--- config.mk ---
export PLATFORM = sky130hd
export DESIGN_NAME = uart_rx
export DESIGN_NICKNAME = d
export VERILOG_FILES = /design/src/rtl/uart_rx.sv
export SDC_FILE = /design/constraint.sdc
export NUM_CORES = 1
export LEC_CHECK = 0
export ABC_AREA = 1
export CAP_MARGIN = 20
export CORE_UTILIZATION = 55
export CTS_CLUSTER_DIAMETER = 40
export DETAILED_ROUTE_END_ITERATION = 7
export HOLD_SLACK_MARGIN = 0.02
export PLACE_DENSITY = 0.76
export SLEW_MARGIN = 20
export SYNTH_ARGS = -nofsm -noshare
export SYNTH_HDL_FRONTEND = slang
export SYNTH_SLANG_ARGS = --single-unit
--- constraint.sdc ---
create_clock -name clk -period 1.9 [get_ports clk]
set_input_delay 0.285 -clock clk [delete_from_list [all_inputs] [get_ports clk]]
set_output_delay 0.285 -clock clk [all_outputs]
set_load 0.05 [all_outputs]
--- src/rtl/uart_rx.sv ---
// 8N1 UART receiver: oversampled serial line in, bytes out on a valid/ready
// holding register, with one-cycle framing and overrun error pulses.
module uart_rx #(
    parameter int CLK_FREQ     = 100_000_000,
    parameter int BAUD         = 115200,
    parameter int CLKS_PER_BIT = CLK_FREQ / BAUD,
    parameter int CNT_W        = $clog2(CLKS_PER_BIT)
) (
    input  logic       clk,
    input  logic       rst_n,
    input  logic       uart_rx_i,
    output logic [7:0] rx_data_o,
    output logic       rx_valid_o,
    input  logic       rx_ready_i,
    output logic       frame_err_o,
    output logic       overrun_o,
    output logic       busy_o
);

    localparam logic [CNT_W-1:0] HALF_LAST = CNT_W'(CLKS_PER_BIT / 2 - 1);
    localparam logic [CNT_W-1:0] BIT_LAST  = CNT_W'(CLKS_PER_BIT - 1);

    typedef enum logic [1:0] {IDLE, START, DATA, STOP} state_t;

    state_t           state_q,     state_d;
    logic [CNT_W-1:0] cnt_q,       cnt_d;
    logic [2:0]       bit_idx_q,   bit_idx_d;
    logic [7:0]       shift_q,     shift_d;
    logic             sync1_q,     sync1_d;
    logic             sync2_q,     sync2_d;
    logic             prev_q,      prev_d;
    logic             deliver_q,   deliver_d;
    logic [7:0]       data_q,      data_d;
    logic             valid_q,     valid_d;
    logic             frame_err_q, frame_err_d;
    logic             overrun_q,   overrun_d;
    logic             busy_q,      busy_d;

    logic start_edge;
    logic handshake;

    // Only a fresh 1->0 transition starts a frame, so a held-low break never re-arms.
    assign start_edge = prev_q & ~sync2_q;
    assign handshake  = valid_q & rx_ready_i;

    always_comb begin
        state_d     = state_q;
        cnt_d       = cnt_q;
        bit_idx_d   = bit_idx_q;
        shift_d     = shift_q;
        sync1_d     = uart_rx_i;
        sync2_d     = sync1_q;
        prev_d      = sync2_q;
        deliver_d   = 1'b0;
        data_d      = data_q;
        valid_d     = valid_q;
        frame_err_d = 1'b0;
        overrun_d   = 1'b0;

        if (handshake) begin
            valid_d = 1'b0;
        end
        // A byte finished last cycle: load it if the slot is free or being emptied now.
        if (deliver_q) begin
            if (!valid_q || handshake) begin
                data_d  = shift_q;
                valid_d = 1'b1;
            end else begin
                overrun_d = 1'b1;
            end
        end

        case (state_q)
            IDLE: begin
                if (start_edge) begin
                    cnt_d   = '0;
                    state_d = START;
                end
            end
            START: begin
                if (cnt_q == HALF_LAST) begin
                    cnt_d = '0;
                    if (sync2_q) begin
                        state_d = IDLE;
                    end else begin
                        bit_idx_d = 3'd0;
                        state_d   = DATA;
                    end
                end else begin
                    cnt_d = cnt_q + CNT_W'(1);
                end
            end
            DATA: begin
                if (cnt_q == BIT_LAST) begin
                    cnt_d              = '0;
                    shift_d[bit_idx_q] = sync2_q;
                    if (bit_idx_q == 3'd7) begin
                        state_d = STOP;
                    end else begin
                        bit_idx_d = bit_idx_q + 3'd1;
                    end
                end else begin
                    cnt_d = cnt_q + CNT_W'(1);
                end
            end
            STOP: begin
                if (cnt_q == BIT_LAST) begin
                    cnt_d   = '0;
                    state_d = IDLE;
                    if (sync2_q) begin
                        deliver_d = 1'b1;
                    end else begin
                        frame_err_d = 1'b1;
                    end
                end else begin
                    cnt_d = cnt_q + CNT_W'(1);
                end
            end
            default: begin
                state_d = IDLE;
                cnt_d   = '0;
            end
        endcase

        busy_d = (state_d != IDLE);
    end

    always_ff @(posedge clk or negedge rst_n) begin
        if (!rst_n) begin
            state_q     <= IDLE;
            cnt_q       <= '0;
            bit_idx_q   <= 3'd0;
            shift_q     <= 8'h00;
            sync1_q     <= 1'b1;
            sync2_q     <= 1'b1;
            prev_q      <= 1'b1;
            deliver_q   <= 1'b0;
            data_q      <= 8'h00;
            valid_q     <= 1'b0;
            frame_err_q <= 1'b0;
            overrun_q   <= 1'b0;
            busy_q      <= 1'b0;
        end else begin
            state_q     <= state_d;
            cnt_q       <= cnt_d;
            bit_idx_q   <= bit_idx_d;
            shift_q     <= shift_d;
            sync1_q     <= sync1_d;
            sync2_q     <= sync2_d;
            prev_q      <= prev_d;
            deliver_q   <= deliver_d;
            data_q      <= data_d;
            valid_q     <= valid_d;
            frame_err_q <= frame_err_d;
            overrun_q   <= overrun_d;
            busy_q      <= busy_d;
        end
    end

    assign rx_data_o   = data_q;
    assign rx_valid_o  = valid_q;
    assign frame_err_o = frame_err_q;
    assign overrun_o   = overrun_q;
    assign busy_o      = busy_q;

endmodule
After elaboration in Yosys (flattened, before gate mapping)
Index checks and enable logic that the tools add are counted.
{"block": "word_totals", "reg_bits": 39, "input_bits": 4, "out_inout_bits": 12, "elab_cells": 71}
{"block": "op_classes", "addsub": 2, "order_cmp": 2, "n_eq_ne": 11, "n_mux": 30, "n_bitwise": 3, "reduce_logical": 10}
{"op": "$mux W10", "n": 3}
{"op": "$pmux W10 S3", "n": 1}
{"op": "$mux W1", "n": 12}
{"op": "$mux W2", "n": 6}
{"op": "$mux W3", "n": 4}
{"op": "$add A10 B1 Y10 const B", "n": 1}
{"op": "$eq A10 B10 Y1 const B", "n": 1}
{"op": "$eq A10 B9 Y1 const B", "n": 1}
{"op": "$ne A2 B2 Y1 const B", "n": 5}
{"op": "$bwmux W8", "n": 1}
{"op": "$pmux W2 S4", "n": 1}
{"op": "$pmux W3 S2", "n": 1}
{"op": "$reduce_and A5 Y1", "n": 1}
{"op": "$eq A2 B2 Y1 const B", "n": 2}
{"op": "$lt A3 B4 Y1 const B", "n": 1}
{"op": "$reduce_and A2 Y1", "n": 2}
{"op": "$reduce_bool A2 Y1", "n": 2}
{"op": "$add A3 B1 Y3 const B", "n": 1}
{"op": "$demux W1 S3", "n": 1}
{"op": "$eq A3 B3 Y1 const B", "n": 1}
{"op": "$ge A3 B1 Y1 const B", "n": 1}
{"op": "$and A1 B1 Y1", "n": 2}
{"op": "$eq A2 B1 Y1 const B", "n": 1}
{"op": "$logic_not A2 Y1", "n": 1}
{"op": "5 further kinds", "n": 5}

Longest topological paths before layout
Gate-level depths: netlist of the first run.
{"block": "logic_depth", "ltp_word": 5, "depth_mapped": 11, "mapped_depth_nobuf": 11}

Least setup slack after synthesis of the first run
No wires, ideal clock.
{"block": "synth_timing", "path_type": "register to register", "start": "register valid_q, in the netlist rx_valid_o", "end": "register data_q[1], in the netlist rx_data_o[1]", "arrival_ps": 1359, "required_time_ps": 1775, "setup_slack_ps": 417, "path_stages_with_launch": 5, "path_buffers": 1, "period_less_slack_ps": 1483, "path_cell_list": "dfrtp_1 nand2_1 nand2_1 buf_2 mux2_2"}
{"block": "synth_between", "elab_chain_cells": 3}
{"item": "from (decl)", "line": "34", "source": "logic valid_q, valid_d;"}
{"item": "from (signal assigned)", "line": "153", "source": "valid_q <= valid_d;"}
{"item": "$and A1 B1 Y1 / $logic_not A1 Y1 (equally long branches)", "line": "44, 65"}
{"item": "$logic_or A1 B1 Y1 *", "line": "65", "source": "if (!valid_q || handshake) begin"}
{"item": "$reduce_and A2 Y1 (no line) *"}
{"item": "to (signal assigned)", "line": "152", "source": "data_q <= data_d;"}
{"item": "to (decl)", "line": "33", "source": "logic [7:0] data_q, data_d;"}
Mark *: on every way between the ends. The rest lies on a longest branch, timed or not.
A chain may end at the register's enable or synchronous reset.

Worst setup path in the final report of the first run
{"block": "layout_timing", "start": "register valid_q, in the netlist rx_valid_o", "end": "output rx_valid_o"}
{"item": "to (decl)", "line": "13", "source": "output logic rx_valid_o,"}
No word-level cell between the ends.

==> qor.csv, run 1 <==
stage,metric,value,unit
global_route,grt_start_max_net_pins,40,
global_route,grt_pass1_wl,5690,um
worst_setup_path,worstSetupPathType,reg2out,
routing,vias_per_cell,4.98,
logic_synthesis,yosysTopAreaCell,dfrtp_1,
run_status,outcome,completed,
die,fp.dieW,61.1,um
sta,slew_viol_final,0,
clock_network,clockBufferDepth,2,
routing,drcViolationCount,0,
logic_synthesis,yosysSeqAreaShare,51.0,%
layout,nets,255,
clock_network,cts_tree,yes,
placement,placed_cells,285,
logic_synthesis,ys_ff_latch,39,
die,start_util,57.6,%
routing,postRouteAntennaNets,0,
worst_setup_path,crit_required,1.62,ns
worst_setup_path,cp.arrival,1.52,ns
layout,final_util,65.8,%
worst_setup_path,critical_path.top_delay_family,buffers and inverters,
placement,numPortBuffers,15,
clock_network,clk_latency,0.35,ns
die,io_pins,16,
global_route,grt-ovfl-total,0,
logic_synthesis,synth_top_area_share,46.9,%
routing,first_pass_iters,4,
sta,max_freq,553,MHz
global_route,grt_usage,21.3,%
pwr,seqPwrFrac,53.5,%
clock_network,clk_pin_slew,0.11,ns
sta,period_share,95.2,%
sta,worst_pin_slew,0.501,ns
sta,hold-worst-slack,0.338,ns
pwr,combinationalPowerShare,24.3,%
sta,final.min_clock_period,1.81,ns
die,die_y,61.1,um
worst_setup_path,crit_path_start_kind,flip-flop,
routing,wl_per_cell,11.5,um
global_route,grt_pass1_vias,1408,
placement,dp_hpwl,2470,um
routing,routed_wl,3380,um
worst_setup_path,path_cells,clkdlybuf4s50_1,
routing,drtIter0Drc,46,
pwr,p_int,1.17,mW
sta,fin_skew,0.00904,ns
worst_setup_path,cpPeakStageDelay,0.81,ns
logic_synthesis,yosys-top-cells-area,"dfrtp_1 47%, nand2_1 9.8%, inv_1 7.2%",
clock_network,cts_setup_buffers,0,
clock_network,cts_made_buffers,5,
pwr,peakVddDrop,0.512,mV
placement,gp_congestion,0.940,
logic_synthesis,synth_warnings,0,
sta,hold_viol_final,0,
logic_synthesis,ys_types,25,
pwr,power_switching,0.630,mW
clock_network,clock_sinks,39,
global_route,antenna_found_initial,0,
sta,rsz0062_at_grt,no,
logic_synthesis,netlist_area,0.00192,sq mm
logic_synthesis,avgSynthCellArea,8.57,sq um
sta,maxSlewHeadroom,66.5,%
layout,final_common_cell,nand2_1,
pwr,leakagePower,1.08,nW
pwr,switching_share,34.9,%
layout,diodes,0,
sta,tns,0,ns
worst_setup_path,critPathMaxFanout,2,
clock_network,htreeDepth,2,
layout,area_growth,14.3,%
logic_synthesis,synth_nets,232,
layout,fin_cells,294,
worst_setup_path,path_buf_inv,1,
clock_network,cts-root-buf,clkbuf_4,
worst_setup_path,end_kind,primary output,
worst_setup_path,crit_slowest_cell,clkdlybuf4s50_1,
routing,via_count,1463,
pwr,pwr-share-clk,22.2,%
sta,finalSetupViolations,0,
job,cap_violations,0,
die,rows,21,
hold_path,hold_class,in2reg,
logic_synthesis,syn_inst,224,
layout,drive_gt1_share,14.9,%
die,coreArea,0.00334,sq mm
die,die-area,0.00373,sq mm
pwr,power.density,822,mW/mm^2
layout,mostFrequentLayoutCells,"50 x nand2_1, 37 x inv_1, 36 x dfrtp_1",
## final timing paths
path                            start    endpoint  slack (ns)  depth (start not counted)
max reg2reg                  cnt_q[0]  shift_q[7]        0.30                          8
min in group asynchronous       rst_n  rx_valid_o        0.42                          3
max                        rx_valid_o  rx_valid_o        0.09                          1
min reg2reg                   sync1_q      prev_d        0.36                          0
min                         uart_rx_i     sync1_q        0.34                          1
max in group asynchronous       rst_n     sync1_q        1.22                          3
## power groups by stage
stage	Clock, mW	Combinational [mW]	Sequential [mW]
finish	0.401	0.439	0.965
global route	0.447	0.498	0.974
floorplan	0	0.281	1.01
detailed placement	0	0.441	0.982
CTS	0.416	0.444	0.965
global placement	0	0.431	0.978
## cells in the mapped netlist (all sizes together)
cell type	n
nand2	55
inv	40
dfrtp	36
o21ai	27
nor2	21
nand3	19
mux2	5
nor3	5
ha	4
dfstp	3
o31ai	3
a21oi	2
buf	2
nand4	2
## repair_timing
item	4_1_cts	5_1_grt
hold buffers	1	0
hold endpoints to repair	36	0
endpoints found under the setup margin	0	0
resized for setup	0	0
## stage by stage
step           total power [mW]  setup slack, ns  cell area (sq um)
2_1_floorplan              1.29            0.417               1920
3_3_place_gp               1.41            0.298               2130
3_5_place_dp               1.42            0.278               2130
4_1_cts                    1.82           0.0864               2190
5_1_grt                    1.92           0.0248               2190
6_report                   1.80           0.0908               2190
## registers in the layout, summed over array words and instances, names as in the netlist
register	flops
busy_o	1
state_q	2
sync1_q	1
cnt_q	10
shift_q	8
frame_err_o	1
deliver_q	1
rx_valid_o	1
bit_idx_q	3
overrun_o	1
prev_d	1
prev_q	1
rx_data_o	8
## layout make-up
class	instances	area, sq um
flip-flops and latches	39	980
clock buffers	7	45.0
well taps	46	57.6
fillers	288	1140
clock inverters	1	5.00
multi-input cells	143	774
repair buffers	18	183
inverters	40	150
## metal layers
| layer | wire length [um] | global-route usage (%) | vias to the layer above |
|---|---|---|---|
| met2 | 1680 | 37.4 | 30 |
| met4 | 55 | 11.4 | 0 |
| li1 | - | - | 754 |
| met3 | 126 | 6.09 | 5 |
| met1 | 1520 | 23.2 | 674 |
| met5 | 0 | 0 | - |
## cell families after synthesis
family	Yosys count	synth area share, %
muxes	5	2.93
and+or+nand+nor	102	24.9
adders and majority gates	4	2.61
buffers and inverters	42	8.66
AOI/OAI and AO/OA	32	9.90
DFF	39	51.0
Note: power is estimated with default switching activity, not from simulation.
==> run 2: changes to the inputs <==
Settings changed: HOLD_SLACK_MARGIN 0.02 to 0.1.
==> results of run 2 <==
Same layout as run 1: the final DEF is identical, and so are final timing and power.
